**src/rtl/ram8_bank.sv**
```systemverilog
// ram8_bank: eight-word register bank fed by a one-hot 8-way load demux.
//   Writes go to word[address] when load is high; reads are combinational.
//   A clear request starts a sweep that zeroes one word per cycle (8 cycles).
//   Tracks which words were written since their last reset/clear, and pulses
//   drop for one cycle after any load that the bank had to ignore.
// Ports:
//   clk      rising-edge clock
//   reset    asynchronous active-high reset
//   in       write data (WIDTH bits)
//   load     write request for word[address]
//   address  word select for write and read
//   clear    request a sequential clear sweep
//   out      word[address], combinational
//   busy     high while the clear sweep runs
//   written  per-word written mask
//   drop     one-cycle pulse after an ignored load
module ram8_bank #(
  parameter int unsigned WIDTH = 16
) (
  input  logic             clk,
  input  logic             reset,
  input  logic [WIDTH-1:0] in,
  input  logic             load,
  input  logic [2:0]       address,
  input  logic             clear,
  output logic [WIDTH-1:0] out,
  output logic             busy,
  output logic [7:0]       written,
  output logic             drop
);

  typedef enum logic {StIdle, StClear} state_e;

  state_e           state_q, state_d;
  logic [2:0]       ptr_q, ptr_d;
  logic [WIDTH-1:0] mem_q [8];
  logic [WIDTH-1:0] mem_d [8];
  logic [7:0]       written_q, written_d;
  logic             drop_q, drop_d;
  logic [7:0]       load_en;

  // One-hot word enables, same mapping as the upstream 8-way demux.
  assign load_en = {7'b0, load} << address;

  always_comb begin
    state_d   = state_q;
    ptr_d     = ptr_q;
    mem_d     = mem_q;
    written_d = written_q;
    drop_d    = 1'b0;
    unique case (state_q)
      StIdle: begin
        if (clear) begin
          // Clear wins over a simultaneous load.
          state_d = StClear;
          ptr_d   = 3'd0;
          drop_d  = load;
        end else begin
          for (int i = 0; i < 8; i++) begin
            if (load_en[i]) begin
              mem_d[i]     = in;
              written_d[i] = 1'b1;
            end
          end
        end
      end
      StClear: begin
        mem_d[ptr_q]     = '0;
        written_d[ptr_q] = 1'b0;
        drop_d           = load;
        if (ptr_q == 3'd7) begin
          state_d = StIdle;
          ptr_d   = 3'd0;
        end else begin
          ptr_d = ptr_q + 3'd1;
        end
      end
      default: begin
        state_d = StIdle;
        ptr_d   = 3'd0;
      end
    endcase
  end

  always_ff @(posedge clk or posedge reset) begin
    if (reset) begin
      state_q   <= StIdle;
      ptr_q     <= 3'd0;
      written_q <= 8'h00;
      drop_q    <= 1'b0;
      for (int i = 0; i < 8; i++) begin
        mem_q[i] <= '0;
      end
    end else begin
      state_q   <= state_d;
      ptr_q     <= ptr_d;
      written_q <= written_d;
      drop_q    <= drop_d;
      for (int i = 0; i < 8; i++) begin
        mem_q[i] <= mem_d[i];
      end
    end
  end

  assign out     = mem_q[address];
  assign busy    = (state_q == StClear);
  assign written = written_q;
  assign drop    = drop_q;

endmodule
```
**config.mk**
```make
export PLATFORM = sky130hd
export DESIGN_NAME = ram8_bank
export DESIGN_NICKNAME = d
export VERILOG_FILES = /design/src/rtl/ram8_bank.sv
export SDC_FILE = /design/constraint.sdc
export NUM_CORES = 1
export LEC_CHECK = 0
export ABC_AREA = 0
export BUFFER_PORTS_ARGS = -buffer_cell sky130_fd_sc_hd__buf_4
export CAP_MARGIN = 15
export CORE_MARGIN = 2
export CORE_UTILIZATION = 53
export DETAILED_ROUTE_END_ITERATION = 12
export GPL_TIMING_DRIVEN = 1
export PLACE_DENSITY = 0.74
export REMOVE_ABC_BUFFERS = 1
export SYNTH_ARGS = -nofsm -noshare
export SYNTH_HDL_FRONTEND = slang
export SYNTH_SLANG_ARGS = --single-unit
export TNS_END_PERCENT = 5
```
**constraint.sdc**
```tcl
create_clock -name clk -period 4.3 [get_ports clk]
set_input_delay 0.215 -clock clk [delete_from_list [all_inputs] [get_ports clk]]
set_output_delay 0.215 -clock clk [all_outputs]
set_load 0.02 [all_outputs]
```
After elaboration in Yosys (flattened, before gate mapping)
Cells that the tools add are included.
{"block": "classes", "reduce_logical": 10, "n_addsub": 1, "eq_ne": 11, "shift": 1, "mux": 35, "n_lt_le_gt_ge": 5, "bitwise": 7}
{"cell": "$pmux 128 s2", "n": 1}
{"cell": "$mux 16", "n": 11}
{"cell": "$and 128x128->128", "n": 1}
{"cell": "$mux 128", "n": 1}
{"cell": "$not 128->128", "n": 1}
{"cell": "$bmux 16 s3", "n": 1}
{"cell": "$demux 16 s3", "n": 1}
{"cell": "$ne 2x2->1 const B", "n": 10}
{"cell": "$pmux 8 s2", "n": 1}
{"cell": "$reduce_and 2->1", "n": 8}
{"cell": "$mux 1", "n": 12}
{"cell": "$and 8x8->8", "n": 1}
{"cell": "$ge 4x4->1 const B", "n": 2}
{"cell": "$mux 8", "n": 1}
{"cell": "$not 3->4", "n": 2}
{"cell": "$not 8->8", "n": 1}
{"cell": "$shl 1x3->8", "n": 1}
{"cell": "$mux 3", "n": 2}
{"cell": "$pmux 3 s2", "n": 1}
{"cell": "$lt 3x4->1 const B", "n": 1}
{"cell": "$lt 4x1->1 const B", "n": 1}
{"cell": "$pmux 1 s2", "n": 2}
{"cell": "$add 3x1->3 const B", "n": 1}
{"cell": "$demux 1 s3", "n": 1}
{"cell": "other kinds (4)", "n": 5}
{"block": "word_totals", "inputBits": 23, "reg_bits": 141, "elab_cells": 89}

Logic depth before layout (Yosys ltp)
Gate-level depths: netlist of run 1.
{"block": "depth", "word_depth": 8, "depth_mapped": 7, "mapped_depth_nobuf": 4}

Worst setup path before layout of run 1
Ideal clock, no wire load.
{"block": "synth_timing", "path_kind": "input -> output", "startpoint": "in address[1]", "endpoint": "out out[10]", "cell_stages": 5, "arrival_ps": 1391, "required_time_ps": 4085, "setup_slack_ps": 2694, "cell_sequence": "buf_6 > buf_2 > buf_2 > mux4_2 > mux2_2"}
{"block": "synth_via", "elab_chain_len": 4}
{"item": "start: declaration", "line": "24", "source": "input logic [2:0] address,"}
{"item": "$not 3->4 (implied by the code)", "line": "105", "source": "assign out = mem_q[address];"}
{"item": "$bmux 16 s3", "line": "105"}
{"item": "$mux 16 (implied by the code) (2 in a row)", "line": "105"}
{"item": "end: declaration", "line": "26", "source": "output logic [WIDTH-1:0] out,"}
No other way between the ends. The select of a mux whose other input is x is not followed.

Worst setup path after layout of run 1
{"block": "layout_timing", "startpoint": "reg state_q (netlist: busy)", "endpoint": "reg mem_q[102] (netlist name)"}
{"block": "layout_via", "elab_chain_len": 3}
{"item": "start: declaration", "line": "34", "source": "state_e state_q, state_d;"}
{"item": "start signal: assignment", "line": "87", "source": "state_q <= StIdle;"}
{"item": "start signal: assignment", "line": "95", "source": "state_q <= state_d;"}
{"item": "$not 1->1"}
{"item": "$ne 2x2->1 (no line)"}
{"item": "$reduce_and 2->1 (no line)"}
{"item": "end signal: indexed assignment", "line": "100", "source": "mem_q[i] <= mem_d[i];"}
{"item": "end: declaration", "line": "36", "source": "logic [WIDTH-1:0] mem_q [8];"}
Parallel ways exist; a longest one is shown, timed or not.
A chain may end at the register's enable or synchronous reset.

==> metrics.csv, run 1 <==
stage,metric,value,unit
cells_and_area,drive_gt1_share,22.54,%
cells_and_area,num_antenna_cells,0,
power,powerDensity,632.4,nW/um^2
setup_path,worstPathBufferInverterCount,0,
power,vdd_drop_max,0.4129,mV
synth,yosysTopAreaCellShare,50.45,%
synth,seq_area_frac_synth,50.45,%
cells_and_area,mostFrequentLayoutCells,"nand2_1, dfrtp_1, mux2i_1, buf_4, mux4_2",
floorplan,coreArea,12770,sq um
setup_path,path_class,reg2reg,
floorplan,row_count,41,
setup_path,worstPathArrival,2630,ps
sta,rsz0062_at_grt,no,
setup_path,crit_required,4590,ps
cells_and_area,layout_commonest_cell,nand2_1,
detailed_routing,ant_nets,0,
sta,timing.fmax,426.2,MHz
sta,fin_tns_setup,0,ps
setup_path,slowest_stage,nand4bb_1,
power,p_int,3.441,mW
detailed_routing,wl_per_cell,21.76,um
cts,cts-htree-levels,4,
detailed_routing,viasPerCell,5.837,
cells_and_area,final_core_util,62.44,%
cells_and_area,fin_nets,611,
sta,min_period,2346,ps
cts,postCtsSetupRepairBufs,0,
outcome,status,finished clean,
cts,hold_buffers,0,
sta,slew_violations,0,
placement,dp_cells,739,
setup_path,setup.worst_path.start_class,flip-flop,
cts,path_clk_slew,60,ps
global_routing,grt_max_degree,113,
power,power_switching_share,31.78,%
cts,clock_latency,420,ps
detailed_routing,vias,4500,
detailed_routing,finalWirelength,16.78,mm
synth,synth.area.top_cells,"dfrtp_1, mux2i_1, nand2_1",
setup_path,cp-end-kind,flip-flop,
cells_and_area,syn_to_final_growth,14.04,%
cells_and_area,instances_no_fill,771,
setup_path,critPathMaxFanout,18,
sta,period_share,54.56,%
synth,syn-cell-area,6994,sq um
placement,port-buffer-count,48,
cts,cts_sinks,141,
power,clkPwrFrac,32.6,%
global_routing,grt_pass1_vias,4906,
floorplan,dieArea,14130,sq um
sta,hold_ws,40.60,ps
hold_path,hp-class,in2async,
cts,ctsResizeCount,0,
sta,setup_viol,0,
cts,clock_path_buffers,2,
synth,postSynthAreaPerCell,12.65,sq um
setup_path,slowest_delay,990,ps
floorplan,io_pins,49,
placement,post-dp-hpwl,9.290,mm
sta,slew_headroom,23.98,%
cells_and_area,final_area,7976,sq um
placement,place_congestion,0.7559,
sta,skew,8.559,ps
synth,yosys_warnings,0,
global_routing,overflow,0,
detailed_routing,drtPass1Iterations,5,
floorplan,fp.dieH,118.9,um
detailed_routing,drcViolationCount,0,
power,combinationalPowerShare,26.9,%
global_routing,grtUsageTotal,25.33,%
power,power_frac_seq,40.5,%
synth,synthCells,553,
synth,synth.distinct_cells,30,
sta,finalHoldViolations,0,
setup_path,cp_top_family,simple AND/OR/NAND/NOR gates,
setup_path,cp_cell_sequence,"nand4bb_1, nand2_1, mux2i_1",
floorplan,start_util,54.76,%
power,power.leakage,4.545,nW
cts,root_buffer,clkbuf_16,
sta,worst_slew_pin_slew,1134,ps
global_routing,grt_pass1_wl,26.85,mm
power,p_sw,1.603,mW
detailed_routing,drt_iter0_drc,362,
placement,placed_cell_area,7308,sq um
cts,cts_tree,yes,
floorplan,die_w,118.9,um
cts,cts_buffers,17,
synth,synth_top_area_cell,dfrtp_1,
global_routing,antenna_found_initial,0,
synth,synth-seq-cells,141,
job,drv_cap,0,
kinds of logic (layout without fill, tap and decap cells):
group           Yosys count  count (layout)  synth area share (%)
mux                     176             176                 31.79
simple gates            172             172                 11.65
flops                   141             141                 50.45
buf+inv                  57             103                 5.367
compound gates            5               5                0.3935
fa+ha+maj                 2               2                0.3577
cell usage after synthesis (all sizes together):
master and count:
nor4b 1, ha 2, nor2 2, mux2 16, or4b 1, and4bb 2
and4 1, buf 34, nand2b 3, nand4b 3, a21o 1, clkbuf 6
nand4bb 3, nand2 151, o21ai 3, mux2i 128, inv 17, a21oi 1
mux4 32, nand4 2, nor2b 3, dfrtp 141
layout make-up:
cell class | instances | area, sq um
clock buffer | 22 | 484.2
clock inverter | 10 | 183.9
fill | 976 | 4797
inverter | 17 | 68.82
multi-input combinational | 355 | 3090
sequential | 141 | 3528
tap | 172 | 215.2
timing repair buffer | 54 | 405.4
power groups by stage:
stage	Combinational, mW	Clock (mW)	Sequential [mW]
floorplan	0.846	0	2.01
global placement	1.31	0	2.02
detailed placement	1.36	0	2.05
CTS	1.37	1.66	2.03
global route	1.48	1.72	2.10
finish	1.36	1.64	2.04
per-stage QoR:
stage | power, mW | worst slack [ps]
2_1_floorplan | 2.859 | 303.8
3_3_place_gp | 3.326 | 2080
3_5_place_dp | 3.411 | 1954
4_1_cts | 5.065 | 1933
5_1_grt | 5.303 | 1800
6_report | 5.044 | 1954
flip-flops by register name, summed over array words and instances (netlist names):
name,count
mem_q,128
written,8
ptr_q,3
busy,1
drop,1
final timing paths:
check | startpoint | end | slack, ps | cells past startpoint
max in group asynchronous | reset | mem_q[40] | 3280 | 3
worst max register to register | busy | mem_q[102] | 1950 | 3
worst max-delay path | busy | mem_q[102] | 1950 | 3
worst min register to register | written[6] | written[6] | 480 | 2
min in group clk | load | drop | 60 | 2
worst min-delay path | reset | mem_q[116] | 40 | 2
worst reg2reg max path, stage by stage (launching register included):
cell and delay, ps:
dfrtp_1 730, nand4bb_1 990, nand2_1 370, mux2i_1 120
per-layer routing:
layer | GRT usage, % | vias up | wire, um
met5 | 0 | - | 0
met4 | 6.176 | 0 | 132
met3 | 6.849 | 15 | 988
met2 | 40.45 | 133 | 8142
met1 | 34.80 | 2368 | 7514
li1 | - | 1984 | -
(Power assumes the default switching activity.)
==> run 2: changes to the inputs <==
--- a/config.mk
+++ b/config.mk
@@ -5,14 +5,14 @@
 export SDC_FILE = /design/constraint.sdc
 export NUM_CORES = 1
 export LEC_CHECK = 0
-export ABC_AREA = 0
+export ABC_AREA = 1
 export BUFFER_PORTS_ARGS = -buffer_cell sky130_fd_sc_hd__buf_4
 export CAP_MARGIN = 15
 export CORE_MARGIN = 2
 export CORE_UTILIZATION = 53
 export DETAILED_ROUTE_END_ITERATION = 12
 export GPL_TIMING_DRIVEN = 1
-export PLACE_DENSITY = 0.74
+export PLACE_DENSITY = 0.73
 export REMOVE_ABC_BUFFERS = 1
 export SYNTH_ARGS = -nofsm -noshare
 export SYNTH_HDL_FRONTEND = slang
==> constraint.sdc (replaced) <==
create_clock -name clk -period 1.96 [get_ports clk]
set_input_delay 0.098 -clock clk [delete_from_list [all_inputs] [get_ports clk]]
set_output_delay 0.098 -clock clk [all_outputs]
set_load 0.02 [all_outputs]
==> run 2 against run 1 <==
First-iteration DRC count increased to 3.0 times the previous value. Routed wire length increased by 72%. Worst setup slack got worse by 1700 ps. Critical path depth increased by 3. Clock-buffer cell count decreased by 1. Non-clock buffer count increased by 34. Final area increased by 35%. Critical endpoint is now mem_q[71].
==> metrics.csv, run 2 <==
stage,metric,value,unit,change
detailed_routing,ant_nets,0,,unchanged
hold_path,hp-class,in2reg,,
synth,syn-cell-area,9595,sq um,+37%
global_routing,grt_max_degree,54,,-52%
cells_and_area,syn_to_final_growth,12.06,%,
detailed_routing,wl_per_cell,15.50,um,-29%
synth,synth-seq-cells,141,,unchanged
cts,clock_path_buffers,2,,unchanged
setup_path,reg2reg_slack,280,ps,-1670 ps
setup_path,setup.worst_path.start_class,flip-flop,,
setup_path,critPathMaxFanout,24,,+6
job,drv_cap,0,,unchanged
detailed_routing,drcViolationCount,0,,unchanged
cts,path_clk_slew,60,ps,about the same
cells_and_area,mostFrequentLayoutCells,"nand2_1, inv_1, nand3_1, dfrtp_1, buf_4",,
global_routing,antenna_found_initial,0,,unchanged
setup_path,slowest_delay,570,ps,-420 ps
synth,synthArstFlopShare,100.0,%,unchanged
cts,cts-htree-levels,4,,unchanged
global_routing,grt_pass1_vias,8960,,+83%
power,vdd_drop_max,0.7596,mV,+84%
detailed_routing,drt_iter0_drc,1101,,+200%
detailed_routing,drtPass1Iterations,6,,+1
setup_path,cp_cell_sequence,"inv_4, buf_12, nand2_1, nand2_1, nand2_1, nand2_1",,
cells_and_area,layout_commonest_cell,nand2_1,,
sta,worst_slew_pin_slew,544.4,ps,-589.3 ps
synth,synth_most_common_cell,nand2_1,,
cells_and_area,drive_gt1_share,9.364,%,-13 points
cells_and_area,final_core_util,60.27,%,-2.2 points
synth,synth.area.top_cells,"dfrtp_1, nand2_1, inv_1",,
hold_path,hold_path_depth,3,,
synth,synth_top_area_cell,dfrtp_1,,
cts,clock_latency,430,ps,about the same
hold_path,holdCritStartpoint,load,,
synth,synthCells,1594,,+190%
floorplan,fp.dieH,138.6,um,+17%
cts,cts_sinks,141,,unchanged
sta,hold_ws,25.66,ps,-14.94 ps
synth,synth_edf_count,0,,unchanged
setup_path,cp_common_cell,nand2_1,,
synth,yosysTopAreaCellShare,36.77,%,-14 points
sta,slew_violations,0,,unchanged
synth,synth.distinct_cells,23,,-23%
cts,cts_tree,yes,,
floorplan,coreArea,17840,sq um,+40%
setup_path,worstPathArrival,2050,ps,-580 ps
synth,synthTopCellsByCount,"nand2_1, inv_1, nand3_1, dfrtp_1, buf_2",,
sta,setup_ws,280.7,ps,-1673 ps
floorplan,io_pins,49,,unchanged
sta,skew,7.424,ps,-1.135 ps
sta,slew_headroom,63.66,%,+40 points
placement,dp_slack,327.9,ps,-1626 ps
synth,postSynthAreaPerCell,6.020,sq um,-52%
floorplan,start_util,53.78,%,-0.97 points
setup_path,path_class,reg2reg,,
global_routing,overflow,0,,unchanged
cells_and_area,fin_nets,1648,,+170%
setup_path,rr_endpoint,mem_q[71],,
setup_path,slowest_stage,dfrtp_4,,
cts,cts_buffers,17,,unchanged
sta,period_share,85.68,%,+31 points
detailed_routing,viasPerCell,5.211,,-11%
power,power.leakage,7.210,nW,+59%
setup_path,worstPathBufferInverterCount,2,,+2
cells_and_area,largest_reg_flops,128,,unchanged
placement,port-buffer-count,48,,unchanged
cells_and_area,num-fill-cells,1688,,+73%
sta,setup_viol,0,,unchanged
setup_path,crit_required,2330,ps,-2260 ps
floorplan,die_w,138.6,um,+17%
sta,min_period,1679,ps,-666.8 ps
detailed_routing,vias,9709,,+120%
global_routing,grt_pass1_wl,46.95,mm,+75%
detailed_routing,finalWirelength,28.88,mm,+72%
setup_path,cp-end-kind,flip-flop,,
setup_path,cp_top_family,simple AND/OR/NAND/NOR gates,,
synth,seq_area_frac_synth,36.77,%,-14 points
floorplan,dieArea,19200,sq um,+36%
hold_path,hold_end,drop,,
cts,ctsResizeCount,0,,unchanged
synth,synth-main-ff-cell,dfrtp_1,,
power,powerDensity,1508,nW/um^2,+140%
setup_path,r2r_cells,6,,+3
outcome,status,finished clean,,
cells_and_area,largest-register,mem_q,,
synth,yosys_warnings,0,,unchanged
placement,post-dp-hpwl,18.39,mm,+98%
cts,root_buffer,clkbuf_16,,
floorplan,row_count,49,,+20%
sta,rsz0062_at_grt,no,,
setup_path,r2r-start,busy,,
cells_and_area,num_antenna_cells,0,,unchanged
sta,finalHoldViolations,0,,unchanged
sta,timing.fmax,595.5,MHz,+40%
placement,place_congestion,0.8820,,+17%
global_routing,grtUsageTotal,30.78,%,+5.4 points
-- run 2: where the power goes --
part	internal [mW]	total (mW)	switching, mW
Combinational	2.79	8.31	5.52
Clock	1.75	3.02	1.28
Sequential	4.02	4.88	0.864
-- run 2: per-stage QoR --
| step | total power, mW | cells | setup TNS (ps) | instance area [sq um] |
|---|---|---|---|---|
| 5_1_grt | 17.61 | 1863 | 0 | 10750 |
| 4_1_cts | 16.14 | 1863 | 0 | 10750 |
| 3_3_place_gp | 12.86 | 1832 | 0 | 10220 |
| 3_5_place_dp | 13.10 | 1832 | 0 | 10220 |
| 6_report | 16.22 | 1863 | 0 | 10750 |
| 2_1_floorplan | 9.878 | 1516 | -698190 | 9156 |
-- run 2: final cells by class --
cell class / instances / area (sq um) / area share (%)
Multi-Input combinational cell: 1113 / 4642 / 43.17
Sequential cell: 141 / 3532 / 32.85
Inverter: 262 / 993.5 / 9.239
Timing Repair Buffer: 88 / 775.7 / 7.214
Clock buffer: 21 / 450.4 / 4.189
Tap cell: 229 / 286.5 / 2.665
Clock inverter: 9 / 72.57 / 0.6749
-- run 2: cell families after synthesis --
kind of cell | count (synthesis) | synth area share [%]
AOI/OAI and AO/OA | 10 | 0.7823
DFF | 141 | 36.77
and+or+nand+nor | 1101 | 47.33
buffers and inverters | 340 | 14.85
adders and majority gates | 2 | 0.2607
-- run 2: per-layer routing --
metal | up-vias | wire (um) | global-route usage, % | part of all wire, %
met5 | - | 0 | 0 | 0
met4 | 0 | 825 | 11.92 | 2.9
met3 | 74 | 2283 | 5.110 | 7.9
met2 | 442 | 13490 | 49.56 | 47
met1 | 4456 | 12280 | 41.91 | 43
li1 | 4737 | - | - | -
-- run 2: how the worst max path moves through the flow --
stage / startpoint / to / slack (ps) / cells past startpoint
2_1_floorplan: busy / mem_q[31] / -3120 / 5
3_3_place_gp: busy / mem_q[77] / 340 / 6
3_5_place_dp: busy / mem_q[77] / 330 / 6
4_1_cts: busy / mem_q[29] / 310 / 6
5_1_grt: ptr_q[1] / mem_q[103] / 190 / 6
6_report: busy / mem_q[71] / 280 / 6
-- run 2: worst register-to-register path, cell delays in order (launching register included) --
cell and delay (ps):
dfrtp_4 570, inv_4 190, buf_12 220, nand2_1 340, nand2_1 160, nand2_1 60
nand2_1 80
-- run 2: what timing repair did --
item	CTS	global route
hold endpoints to repair	49	0
buffers inserted	0	0
hold buffers	1	0
==> run 3: changes to the inputs <==
--- a/config.mk
+++ b/config.mk
@@ -5,14 +5,14 @@
 export SDC_FILE = /design/constraint.sdc
 export NUM_CORES = 1
 export LEC_CHECK = 0
-export ABC_AREA = 1
+export ABC_AREA = 0
 export BUFFER_PORTS_ARGS = -buffer_cell sky130_fd_sc_hd__buf_4
 export CAP_MARGIN = 15
 export CORE_MARGIN = 2
 export CORE_UTILIZATION = 53
 export DETAILED_ROUTE_END_ITERATION = 12
 export GPL_TIMING_DRIVEN = 1
-export PLACE_DENSITY = 0.73
+export PLACE_DENSITY = 0.74
 export REMOVE_ABC_BUFFERS = 1
 export SYNTH_ARGS = -nofsm -noshare
 export SYNTH_HDL_FRONTEND = slang
==> run 3 against run 2 <==
Clock power rose by 15%. Via count fell by 53%. Flip-flop and latch count is the same. Sequential power down 9.0%. Register-to-register slack gained 30 ps. Final area shrank 25%. Core utilization rose by 2.9 points. Clock-buffer cell count is 4 lower. Critical path type is now reg2out.
==> metrics.csv, run 3 (synthesis gave the netlist of run 1 again) <==
stage,metric,value,unit,change
sta,period_share,94.93,%,+9.2 points
hold_path,hold_end,mem_q[32],,
setup_path,worstPathArrival,1760,ps,-290 ps
detailed_routing,drt_iter0_drc,342,,-69%
sta,slew_headroom,55.54,%,-8.1 points
placement,place_congestion,0.7615,,-14%
global_routing,grtUsageTotal,25.17,%,-5.6 points
floorplan,dieArea,14130,sq um,-26%
global_routing,antenna_found_initial,0,,unchanged
power,vdd_drop_max,0.7895,mV,+3.9%
cells_and_area,fin_nets,625,,-62%
sta,rsz0062_at_grt,no,,
detailed_routing,finalWirelength,16.49,mm,-43%
cells_and_area,num_antenna_cells,0,,unchanged
cts,ctsResizeCount,0,,unchanged
setup_path,rr_endpoint,mem_q[114],,
sta,finalHoldViolations,0,,unchanged
sta,worst_slew_pin_slew,666.9,ps,+122.4 ps
setup_path,cp-end-kind,output port,,
cts,clock_path_buffers,2,,unchanged
placement,post-dp-hpwl,9.542,mm,-48%
setup_path,reg2reg_slack,310,ps,+30 ps
cts,cts_sinks,141,,unchanged
cts,clock_latency,430,ps,about the same
cts,cts-htree-levels,4,,unchanged
cells_and_area,drive_gt1_share,23.98,%,+15 points
cts,root_buffer,clkbuf_16,,
detailed_routing,ant_nets,0,,unchanged
cts,hold_buffers,3,,+2
detailed_routing,wl_per_cell,21.00,um,+35%
power,powerDensity,1362,nW/um^2,-9.7%
power,clkPwrFrac,31.4,%,+13 points
power,combinationalPowerShare,28.1,%,-23 points
placement,port-buffer-count,48,,unchanged
global_routing,grt_pass1_vias,4799,,-46%
sta,setup_ws,99.35,ps,-181.3 ps
cts,path_clk_slew,60,ps,about the same
global_routing,grt_max_degree,43,,-20%
detailed_routing,drcViolationCount,0,,unchanged
outcome,status,finished clean,,
setup_path,crit_required,1860,ps,-470 ps
cells_and_area,mostFrequentLayoutCells,"nand2_1, dfrtp_1, mux2i_1, buf_4, mux4_2",,
floorplan,coreArea,12770,sq um,-28%
detailed_routing,viasPerCell,5.857,,+12%
detailed_routing,vias,4598,,-53%
setup_path,r2r-start,ptr_q[0],,
cts,postCtsSetupRepairBufs,0,,unchanged
job,drv_cap,0,,unchanged
power,power,10.99,mW,-32%
cells_and_area,final_core_util,63.18,%,+2.9 points
floorplan,die_w,118.9,um,-14%
placement,dp_slack,155.4,ps,-172.5 ps
sta,setup_viol,0,,unchanged
cells_and_area,largest_reg_flops,128,,unchanged
hold_path,holdCritStartpoint,in[0],,
sta,min_period,1861,ps,+181.3 ps
hold_path,hp-class,in2reg,,
floorplan,row_count,41,,-16%
cts,cts_buffers,17,,unchanged
power,p_int,7.390,mW,-14%
detailed_routing,drtPass1Iterations,7,,+1
cells_and_area,layout_commonest_cell,nand2_1,,
floorplan,io_pins,49,,unchanged
setup_path,setup.worst_path.start_class,flip-flop,,
power,power_frac_seq,40.4,%,+10 points
global_routing,overflow,0,,unchanged
power,power_switching_share,32.74,%,-15 points
setup_path,critPathMaxFanout,2,,-92%
floorplan,fp.dieH,118.9,um,-14%
floorplan,start_util,54.76,%,+0.97 points
power,power.leakage,4.588,nW,-36%
setup_path,path_class,reg2out,,
hold_path,hold_path_depth,3,,unchanged
cells_and_area,num-fill-cells,982,,-42%
cells_and_area,syn_to_final_growth,15.38,%,
cts,cts_tree,yes,,
sta,skew,6.046,ps,-1.378 ps
global_routing,grt_pass1_wl,26.80,mm,-43%
setup_path,r2r_cells,4,,-2
cells_and_area,largest-register,mem_q,,
sta,timing.fmax,537.4,MHz,-9.7%
power,p_sw,3.598,mW,-53%
sta,slew_violations,0,,unchanged
## run 3: cell type report
cell class,count,area (sq um),share of cell area (%)
Clock inverter,15,211.5,2.620
Sequential cell,141,3528,43.72
Tap cell,172,215.2,2.667
Timing Repair Buffer,68,530.5,6.574
Clock buffer,17,425.4,5.271
Inverter,17,68.82,0.8527
Multi-Input combinational cell,355,3090,38.29
## run 3: worst max-delay path by stage
stage	depth (start not counted)	slack [ps]	start	to
finish	3	100	mem_q[88]	out[8]
detailed placement	4	160	address[0]	out[6]
CTS	3	90	mem_q[95]	out[15]
global placement	4	170	address[0]	out[7]
global route	3	50	mem_q[88]	out[8]
floorplan	1	-1920	reset	busy
## run 3: critical path, stage by stage, from the launching register on
cell and delay [ps]:
dfrtp_1 370, mux4_1 530, mux2_2 280, buf_4 160
## run 3: per-stage QoR
step	instance area (sq um)	TNS (ps)	hold WS (ps)	cells
finish	8070	0	27.89	785
global route	8070	0	51.42	785
CTS	8070	0	26.88	785
detailed placement	7403	0	102.6	750
global placement	7403	0	97.92	750
floorplan	6683	-272250	205.3	513
## run 3: routing by layer
metal	GRT usage, %	share of wire, %	up-vias
li1	-	-	2018
met5	0	0	-
met4	8.557	1.6	0
met1	36.02	45	2408
met3	6.082	5.5	22
met2	38.04	48	150
## run 3: power by group through the flow
stage               Clock [mW]  Sequential (mW)  Combinational [mW]
detailed placement           0             4.47                3.07
CTS                       3.50             4.43                3.10
floorplan                    0             4.41                1.86
global placement             0             4.40                2.96
finish                    3.46             4.44                3.09
global route              3.63             4.55                3.37
